## src/rtl/twi_fan_ctrl_if.sv

```systemverilog
// Wishbone master-side bus between the fan controller and the TWI register slave.
// The controller owns CYC/STB/WE/ADR/DAT/SEL; the slave returns ACK and read data.
interface twi_fan_ctrl_if;
  logic        m_cyc_o;
  logic        m_stb_o;
  logic        m_we_o;
  logic [5:0]  m_adr_o;
  logic [31:0] m_dat_o;
  logic [3:0]  m_sel_o;
  logic [31:0] m_dat_i;
  logic        m_ack_i;

  modport master (
    output m_cyc_o, m_stb_o, m_we_o, m_adr_o, m_dat_o, m_sel_o,
    input  m_dat_i, m_ack_i
  );

  modport slave (
    input  m_cyc_o, m_stb_o, m_we_o, m_adr_o, m_dat_o, m_sel_o,
    output m_dat_i, m_ack_i
  );
endinterface

```

## src/rtl/twi_fan_ctrl.sv

```systemverilog
// Closed-loop fan controller: every PERIOD_CNT cycles reads FAN0, steps duty toward TGT_I, writes PWMC.
// One iteration is 5 cycles with a 1-cycle ACK; waits on ACK up to ACK_TO cycles. Stall fault: FAN_CTRL_FAULT_EN.
module twi_fan_ctrl #(
  parameter int          PERIOD_CNT = 50_000_000,
  parameter logic [9:0]  STEP       = 10'd8,
  parameter logic [26:0] HYST       = 27'd2,
  parameter logic [9:0]  PWM_MIN    = 10'd64,
  parameter logic [9:0]  PWM_MAX    = 10'd1023,
  parameter logic [5:0]  ADR_FAN0   = 6'h18,
  parameter logic [5:0]  ADR_PWMC   = 6'h0C,
  parameter int          ACK_TO     = 15,
  parameter int          FAULT_CNT  = 3
) (
  input  logic          CLK_I,
  input  logic          RST_N,
  input  logic          EN_I,
  input  logic [26:0]   TGT_I,
  twi_fan_ctrl_if.master m,
  output logic [9:0]    PWM_O,
  output logic          BUSY_O,
  output logic          BUS_ERR_O,
  output logic          FAULT_O
);

  localparam logic [2:0] S_IDLE = 3'd0;
  localparam logic [2:0] S_INIT = 3'd1;
  localparam logic [2:0] S_WAIT = 3'd2;
  localparam logic [2:0] S_RD   = 3'd3;
  localparam logic [2:0] S_CALC = 3'd4;
  localparam logic [2:0] S_WR   = 3'd5;

  localparam int TMAX = (PERIOD_CNT > ACK_TO) ? PERIOD_CNT : ACK_TO;
  localparam int TW   = $clog2(TMAX + 1);
  localparam logic [TW-1:0] PER_LAST = TW'(PERIOD_CNT - 1);
  localparam logic [TW-1:0] ACK_LAST = TW'(ACK_TO - 1);

  logic [2:0]    state_q, state_d;
  logic          stb_q, stb_d;
  logic          we_q, we_d;
  logic [5:0]    adr_q, adr_d;
  logic [31:0]   dat_q, dat_d;
  logic [TW-1:0] tmr_q, tmr_d;
  logic [26:0]   speed_q, speed_d;
  logic [9:0]    duty_q, duty_d;
  logic          err_q, err_d;

  // Compare in 28 bits and step duty in 11 bits so neither side can wrap.
  logic        too_slow, too_fast;
  logic [10:0] duty_inc, duty_dec_lim;
  logic [9:0]  duty_up, duty_dn;

  assign too_slow     = ({1'b0, speed_q} + {1'b0, HYST}) < {1'b0, TGT_I};
  assign too_fast     = {1'b0, speed_q} > ({1'b0, TGT_I} + {1'b0, HYST});
  assign duty_inc     = {1'b0, duty_q} + {1'b0, STEP};
  assign duty_dec_lim = {1'b0, PWM_MIN} + {1'b0, STEP};
  assign duty_up      = (duty_inc > {1'b0, PWM_MAX}) ? PWM_MAX : duty_inc[9:0];
  assign duty_dn      = ({1'b0, duty_q} < duty_dec_lim) ? PWM_MIN : (duty_q - STEP);

  always_comb begin
    state_d = state_q;
    stb_d   = stb_q;
    we_d    = we_q;
    adr_d   = adr_q;
    dat_d   = dat_q;
    tmr_d   = tmr_q;
    speed_d = speed_q;
    duty_d  = duty_q;
    err_d   = 1'b0;
    case (state_q)
      S_IDLE: begin
        if (EN_I) begin
          duty_d  = PWM_MAX;
          state_d = S_INIT;
        end
      end
      S_INIT, S_RD, S_WR: begin
        if (!stb_q) begin
          stb_d = 1'b1;
          we_d  = (state_q != S_RD);
          adr_d = (state_q == S_RD) ? ADR_FAN0 : ADR_PWMC;
          dat_d = {22'b0, duty_q};
          tmr_d = '0;
        end else if (m.m_ack_i) begin
          stb_d = 1'b0;
          we_d  = 1'b0;
          tmr_d = '0;
          if (state_q == S_RD) speed_d = m.m_dat_i[26:0];
          if (!EN_I)                state_d = S_IDLE;
          else if (state_q == S_RD) state_d = S_CALC;
          else                      state_d = S_WAIT;
        end else if (tmr_q == ACK_LAST) begin
          // Abandon the cycle; duty is untouched and the loop retries next period.
          stb_d   = 1'b0;
          we_d    = 1'b0;
          tmr_d   = '0;
          err_d   = 1'b1;
          state_d = EN_I ? S_WAIT : S_IDLE;
        end else begin
          tmr_d = tmr_q + TW'(1);
        end
      end
      S_WAIT: begin
        if (!EN_I) begin
          tmr_d   = '0;
          state_d = S_IDLE;
        end else if (tmr_q == PER_LAST) begin
          tmr_d   = '0;
          state_d = S_RD;
        end else begin
          tmr_d = tmr_q + TW'(1);
        end
      end
      S_CALC: begin
        if (too_slow)      duty_d = duty_up;
        else if (too_fast) duty_d = duty_dn;
        state_d = S_WR;
      end
      default: state_d = S_IDLE;
    endcase
  end

  always_ff @(posedge CLK_I or negedge RST_N) begin
    if (!RST_N) begin
      state_q <= S_IDLE;
      stb_q   <= 1'b0;
      we_q    <= 1'b0;
      adr_q   <= '0;
      dat_q   <= '0;
      tmr_q   <= '0;
      speed_q <= '0;
      duty_q  <= PWM_MAX;
      err_q   <= 1'b0;
    end else begin
      state_q <= state_d;
      stb_q   <= stb_d;
      we_q    <= we_d;
      adr_q   <= adr_d;
      dat_q   <= dat_d;
      tmr_q   <= tmr_d;
      speed_q <= speed_d;
      duty_q  <= duty_d;
      err_q   <= err_d;
    end
  end

  assign m.m_cyc_o = stb_q;
  assign m.m_stb_o = stb_q;
  assign m.m_we_o  = we_q;
  assign m.m_adr_o = adr_q;
  assign m.m_dat_o = dat_q;
  assign m.m_sel_o = 4'hF;

  assign PWM_O     = duty_q;
  assign BUSY_O    = (state_q == S_RD) || (state_q == S_CALC) || (state_q == S_WR);
  assign BUS_ERR_O = err_q;

  logic unused_dat_hi;
  assign unused_dat_hi = ^m.m_dat_i[31:27];

`ifdef FAN_CTRL_FAULT_EN
  localparam int SW = $clog2(FAULT_CNT + 1);
  localparam logic [SW-1:0] STALL_SAT  = SW'(FAULT_CNT);
  localparam logic [SW-1:0] STALL_LAST = SW'(FAULT_CNT - 1);

  logic [SW-1:0] stall_q, stall_d;
  logic          fault_q, fault_d;

  // A stall is a zero tach reading while already driving full duty.
  always_comb begin
    stall_d = stall_q;
    fault_d = fault_q;
    if (state_q == S_IDLE && !EN_I) begin
      stall_d = '0;
      fault_d = 1'b0;
    end else if (state_q == S_CALC) begin
      if (speed_q == 27'd0 && duty_q == PWM_MAX) begin
        if (stall_q < STALL_SAT)   stall_d = stall_q + SW'(1);
        if (stall_q >= STALL_LAST) fault_d = 1'b1;
      end else begin
        stall_d = '0;
      end
    end
  end

  always_ff @(posedge CLK_I or negedge RST_N) begin
    if (!RST_N) begin
      stall_q <= '0;
      fault_q <= 1'b0;
    end else begin
      stall_q <= stall_d;
      fault_q <= fault_d;
    end
  end

  assign FAULT_O = fault_q;
`else
  logic unused_fault_cfg;
  assign unused_fault_cfg = ^FAULT_CNT;
  assign FAULT_O = 1'b0;
`endif

endmodule

```

## src/flat_wrapper.sv

```systemverilog
// flat-port wrapper written by rule: the top's interface ports become plain ports
module twi_fan_ctrl_flat 
#(
  parameter int          PERIOD_CNT = 50_000_000,
  parameter logic [9:0]  STEP       = 10'd8,
  parameter logic [26:0] HYST       = 27'd2,
  parameter logic [9:0]  PWM_MIN    = 10'd64,
  parameter logic [9:0]  PWM_MAX    = 10'd1023,
  parameter logic [5:0]  ADR_FAN0   = 6'h18,
  parameter logic [5:0]  ADR_PWMC   = 6'h0C,
  parameter int          ACK_TO     = 15,
  parameter int          FAULT_CNT  = 3
)
  (CLK_I, RST_N, EN_I, TGT_I, PWM_O, BUSY_O, BUS_ERR_O, FAULT_O, m_m_cyc_o, m_m_stb_o, m_m_we_o, m_m_adr_o, m_m_dat_o, m_m_sel_o, m_m_dat_i, m_m_ack_i);
  twi_fan_ctrl_if m_i ();
  input  logic CLK_I;
  input  logic RST_N;
  input  logic EN_I;
  input  logic [26:0] TGT_I;
  output logic [9:0] PWM_O;
  output logic BUSY_O;
  output logic BUS_ERR_O;
  output logic FAULT_O;
  output wire logic [$bits(m_i.m_cyc_o)-1:0] m_m_cyc_o;
  output wire logic [$bits(m_i.m_stb_o)-1:0] m_m_stb_o;
  output wire logic [$bits(m_i.m_we_o)-1:0] m_m_we_o;
  output wire logic [$bits(m_i.m_adr_o)-1:0] m_m_adr_o;
  output wire logic [$bits(m_i.m_dat_o)-1:0] m_m_dat_o;
  output wire logic [$bits(m_i.m_sel_o)-1:0] m_m_sel_o;
  input wire logic [$bits(m_i.m_dat_i)-1:0] m_m_dat_i;
  input wire logic [$bits(m_i.m_ack_i)-1:0] m_m_ack_i;
  assign m_m_cyc_o = m_i.m_cyc_o;
  assign m_m_stb_o = m_i.m_stb_o;
  assign m_m_we_o = m_i.m_we_o;
  assign m_m_adr_o = m_i.m_adr_o;
  assign m_m_dat_o = m_i.m_dat_o;
  assign m_m_sel_o = m_i.m_sel_o;
  assign m_i.m_dat_i = m_m_dat_i;
  assign m_i.m_ack_i = m_m_ack_i;
  twi_fan_ctrl #(.PERIOD_CNT(PERIOD_CNT), .STEP(STEP), .HYST(HYST), .PWM_MIN(PWM_MIN), .PWM_MAX(PWM_MAX), .ADR_FAN0(ADR_FAN0), .ADR_PWMC(ADR_PWMC), .ACK_TO(ACK_TO), .FAULT_CNT(FAULT_CNT)) u_core (.CLK_I(CLK_I), .RST_N(RST_N), .EN_I(EN_I), .TGT_I(TGT_I), .m(m_i), .PWM_O(PWM_O), .BUSY_O(BUSY_O), .BUS_ERR_O(BUS_ERR_O), .FAULT_O(FAULT_O));
endmodule
```

## config.mk

```make
export PLATFORM = sky130hd
export DESIGN_NAME = twi_fan_ctrl_flat
export DESIGN_NICKNAME = d
export VERILOG_FILES = /design/src/rtl/twi_fan_ctrl_if.sv /design/src/rtl/twi_fan_ctrl.sv /design/src/flat_wrapper.sv
export SDC_FILE = /design/constraint.sdc
export NUM_CORES = 1
export LEC_CHECK = 0
export ABC_AREA = 1
export CAP_MARGIN = 20
export CORE_ASPECT_RATIO = 1.75
export CORE_MARGIN = 5
export CORE_UTILIZATION = 28
export DETAILED_ROUTE_END_ITERATION = 8
export PLACE_DENSITY = 0.46
export SLEW_MARGIN = 15
export SYNTH_ARGS = -nofsm -noshare
export SYNTH_HDL_FRONTEND = slang
export SYNTH_SLANG_ARGS = --single-unit
```

## constraint.sdc

```tcl
create_clock -name CLK_I -period 3.6 [get_ports CLK_I]
set_clock_uncertainty 0.2 [all_clocks]
set_input_delay 1.08 -clock CLK_I [delete_from_list [all_inputs] [get_ports CLK_I]]
set_output_delay 1.08 -clock CLK_I [all_outputs]
set_load 0.01 [all_outputs]
```

==> summary.md <==
| Metric | Value |
|---|---|
| Status | complete, no violations |
| Register bit total from synthesis | just under 80 |
| Clock root cell | clkbuf_16 |
| DR iter-0 viols | between 200 and 300 |
| Worst-Margin Slew | 916 ps |
| RSZ-0062 raised after global routing | yes |
| Ports | 121 |
| Peak supply drop | 0.270 mV |
| DRT Pass-1 Iters | 4 |
| Syn. warnings | 0 |
| Startpoint Class | primary input |
| List of most frequent post-synthesis cells | nand2_1, inv_1, nor2_1 |
| Clk sink count | 78 |
| Switching part of the total power | 0.456 |
| Design Power | 5.60 mW |
| Number of fill cells | 2621 |
| Static leakage | 4.81 nW |
| CTS Buf Count | 9 |
| Clock buffer depth | 2 |
| Area post-placement | 0.00862 mm2 |
| Slowest-stage cell, CP | ha_1 |
| Worst Hold Launch | u_core.m.m_dat_o[8] |
| CTS Hold Buffers Added | 0 |
| Final Setup Violations | 0 |
| Fin. Hold Viols | 0 |
| Avg Cell Area, Syn | 7.24 um2 |
| Proportion of layout cells with a drive suffix above 1 | 0.236 |
| Routed vias | 6608 |
| Period minus WS final | ~3500 ps |
| Post-Syn Instances | 961 |
| Top cell type's share of synthesized area | 0.252 |
| Reg-to-Reg Start | u_core.speed_q[2] |
| Largest net degree at the start of global routing | 42 |
| Routed wire length | 21.8 mm |
| DR WL/cell | 14.9 um |
| GPL Wtd Cong | around 0.85 |
| Vias per cell | between 4 and 5 |
| H-Tree Depth | 3 |
| Final HPWL DP | 17.6 mm |
| DIE AREA | 0.0282 mm2 |
| Register share of total power | 0.287 |
| CP cell instances | buf_2 > inv_2 > nor2_4 > buf_4 > nand2_1 > inv_1 > nand2_4 > buf_4 > nor2_2 > nand3_1 > nor3_2 > xor2_1 > ha_1 > and3_4 > nand2_1 > inv_2 > nand2_2 > nand3_2 > nand2_4 > nand2_8 > nand2_8 > nand2_2 > nand2_1 |
| Post-synth EDFFs | 0 |
| Post-route clock period utilization | 0.979 |
| DR DRC count | 0 |
| Ranking of synthesized cells by area | dfrtp_1, nand2_1, ha_1 |
| Design Area, Final | 0.00944 mm2 |
| Slew margin rel. | 0.387 |
| # diodes | 0 |
| Worst setup margin | 76.5 ps |
| Buf+Inv Stages, Crit Path | 6 |
| Required time worst endpoint | 3700 ps |
| Clk network pwr share | 0.171 |
| Initial antenna violation count | 0 |
| Vias in the first global route | 6809 |
| Storage cell area | 0.00196 mm2 |
| Area Overhead vs Synth | 35.6% |
| Worst-path fanout max | 7 |
| CTS tree | done |
| Critical Path Source | TGT_I[10] |
| Multi-input combinational cell area | 0.00452 mm2 |
| Die X | 129 um |
| Crit-path most repeated cell | nand2_1 |
| Top_reg_cell synth | dfrtp_1 |
| Combinational share of power | 0.542 |
| Power Dens Cells | between 500 and 600 mW/mm2 |
| Asr flop ratio synth | 1.00 |
| Critical Path Sink Type | flop |
| Setup CP Type | primary input to flop |
| Most frequent cell after synthesis | nand2_1 |
| WP data arrival | 3620 ps |
| Cell Area, Synth | 0.00696 mm2 |
| Dominant cell type by area after synthesis | dfrtp_1 |
| IO buf count | 85 |
| Net switching power | between 2 and 3 mW |
| Core Rows | 76 |
| Yosys cell types | 48 |
| Max-Cap Viols | 0 |
| CP top delay family | simple AND/OR/NAND/NOR gates |
| Max-slew violation count | 0 |
| Sequential area share after synthesis | 0.282 |
| Worst-path clk slew | 60 ps |
| Global-route wire length before repair | around 34 mm |
| Core Box Area | 0.0245 mm2 |
| DP Cell Count | 1423 |
| Peak per-stage delay on the critical path | 260 ps |
| Hold_ws | 291 ps |
| GRT overflow | 0 |
| Die Span Y | 219 um |
| Global-route usage over all layers | 0.158 |
| Clk_lat worst skew | roughly 350 ps |
| Post-route ant nets | 0 |
| Max Clk Rate | 284 MHz |
| Non-filler cells, final | 1466 |
| Type of the most critical hold path | flop to flop |
| DP Worst Slack | -857 ps |
| Nets | 1272 |
| Initial core utilization | 0.284 |
| Internal power | 3.05 mW |
layout make-up:
| class | count | share of cell area |
|---|---|---|
| Clock inverter | 3 | 0.00265 |
| Timing Repair Buffer | 192 | 0.178 |
| Tap cell | 312 | 0.0414 |
| Inverter | 153 | 0.0617 |
| Clock buffer | 13 | 0.0297 |
| Multi-Input combinational cell | 715 | 0.479 |
| Sequential cell | 78 | 0.208 |
tightest hold or removal path, stage by stage (launching register included):
cell     delay [ps]
dfrtp_1         350
nand2_1          50
o21ai_0          60
through the flow:
stage	setup TNS [ps]	utilization
2_1_floorplan	0	-
3_3_place_gp	-6700	0.351
3_5_place_dp	-6800	0.351
4_1_cts	0	0.371
5_1_grt	-511	0.385
6_report	0	0.385
sequential cells by signal, indices dropped and copies added, names as in the netlist:
signal,count
u_core.speed_q,27
u_core.tmr_q,26
u_core.PWM_O,8
u_core.m.m_dat_o,8
u_core.m.m_adr_o,3
u_core.state_q,3
u_core.BUS_ERR_O,1
u_core.m.m_cyc_o,1
u_core.m.m_we_o,1
what timing repair did:
| item | in CTS | in global routing |
|---|---|---|
| endpoints found under the hold margin | 0 | 0 |
| pin swaps | 29 | 35 |
| setup endpoints to repair | 8 | 8 |
| gates cloned | 1 | 0 |
| buffers inserted | 17 | 11 |
| gates resized for setup | 70 | 65 |
routing by layer:
layer,wire [um],GRT usage,part of all wire,vias up
li1,-,-,-,3395
met1,8080,0.162,0.37,3079
met2,12300,0.308,0.56,99
met3,725,0.0262,0.033,35
met4,682,0.0620,0.031,0
met5,0,0,0,-
placed cells by master, fill, tap and decap left out, types with 30 or more instances in the layout:
| master | count |
|---|---|
| dfrtp_1 | 70 |
| clkdlybuf4s50_1 | 67 |
| conb_1 | 30 |
| inv_1 | 136 |
| a21oi_1 | 39 |
| nor2_1 | 79 |
| nand3_1 | 55 |
| buf_4 | 105 |
| xor2_1 | 41 |
| nand2_1 | 204 |
| ha_1 | 56 |
cell families after synthesis:
| kind of cell | Yosys count | share of synthesized area |
|---|---|---|
| mux | 13 | 0.0210 |
| xor+xnor | 45 | 0.0566 |
| flops | 78 | 0.282 |
| fa+ha+maj | 60 | 0.108 |
| buf+inv | 197 | 0.128 |
| simple gates | 488 | 0.343 |
| compound gates | 78 | 0.0608 |
| other cells | 2 | 0.00108 |
final timing paths:
check | end | slack [ps] | cells past startpoint
max in group asynchronous | u_core.PWM_O[9] | 2000 | 2
setup / recovery | u_core.PWM_O[8] | 80 | 23
min in group asynchronous | u_core.m.m_dat_o[6] | 450 | 1
hold / removal | u_core.m.m_dat_o[8] | 290 | 2
setup reg to reg | u_core.PWM_O[8] | 160 | 23
hold reg to reg | u_core.m.m_dat_o[8] | 290 | 2
power by group through the flow:
stage / Sequential [mW] / Clock (mW) / Combinational, mW
final: 1.61 / 0.957 / 3.04
after global routing: 1.65 / 1.03 / 3.44
after CTS: 1.60 / 0.994 / 2.89
after detailed placement: 1.61 / 0 / 2.84
after floorplan: 1.51 / 0 / 1.85
after global placement: 1.61 / 0 / 2.82
No activity file was read; power rests on OpenSTA's default activity.
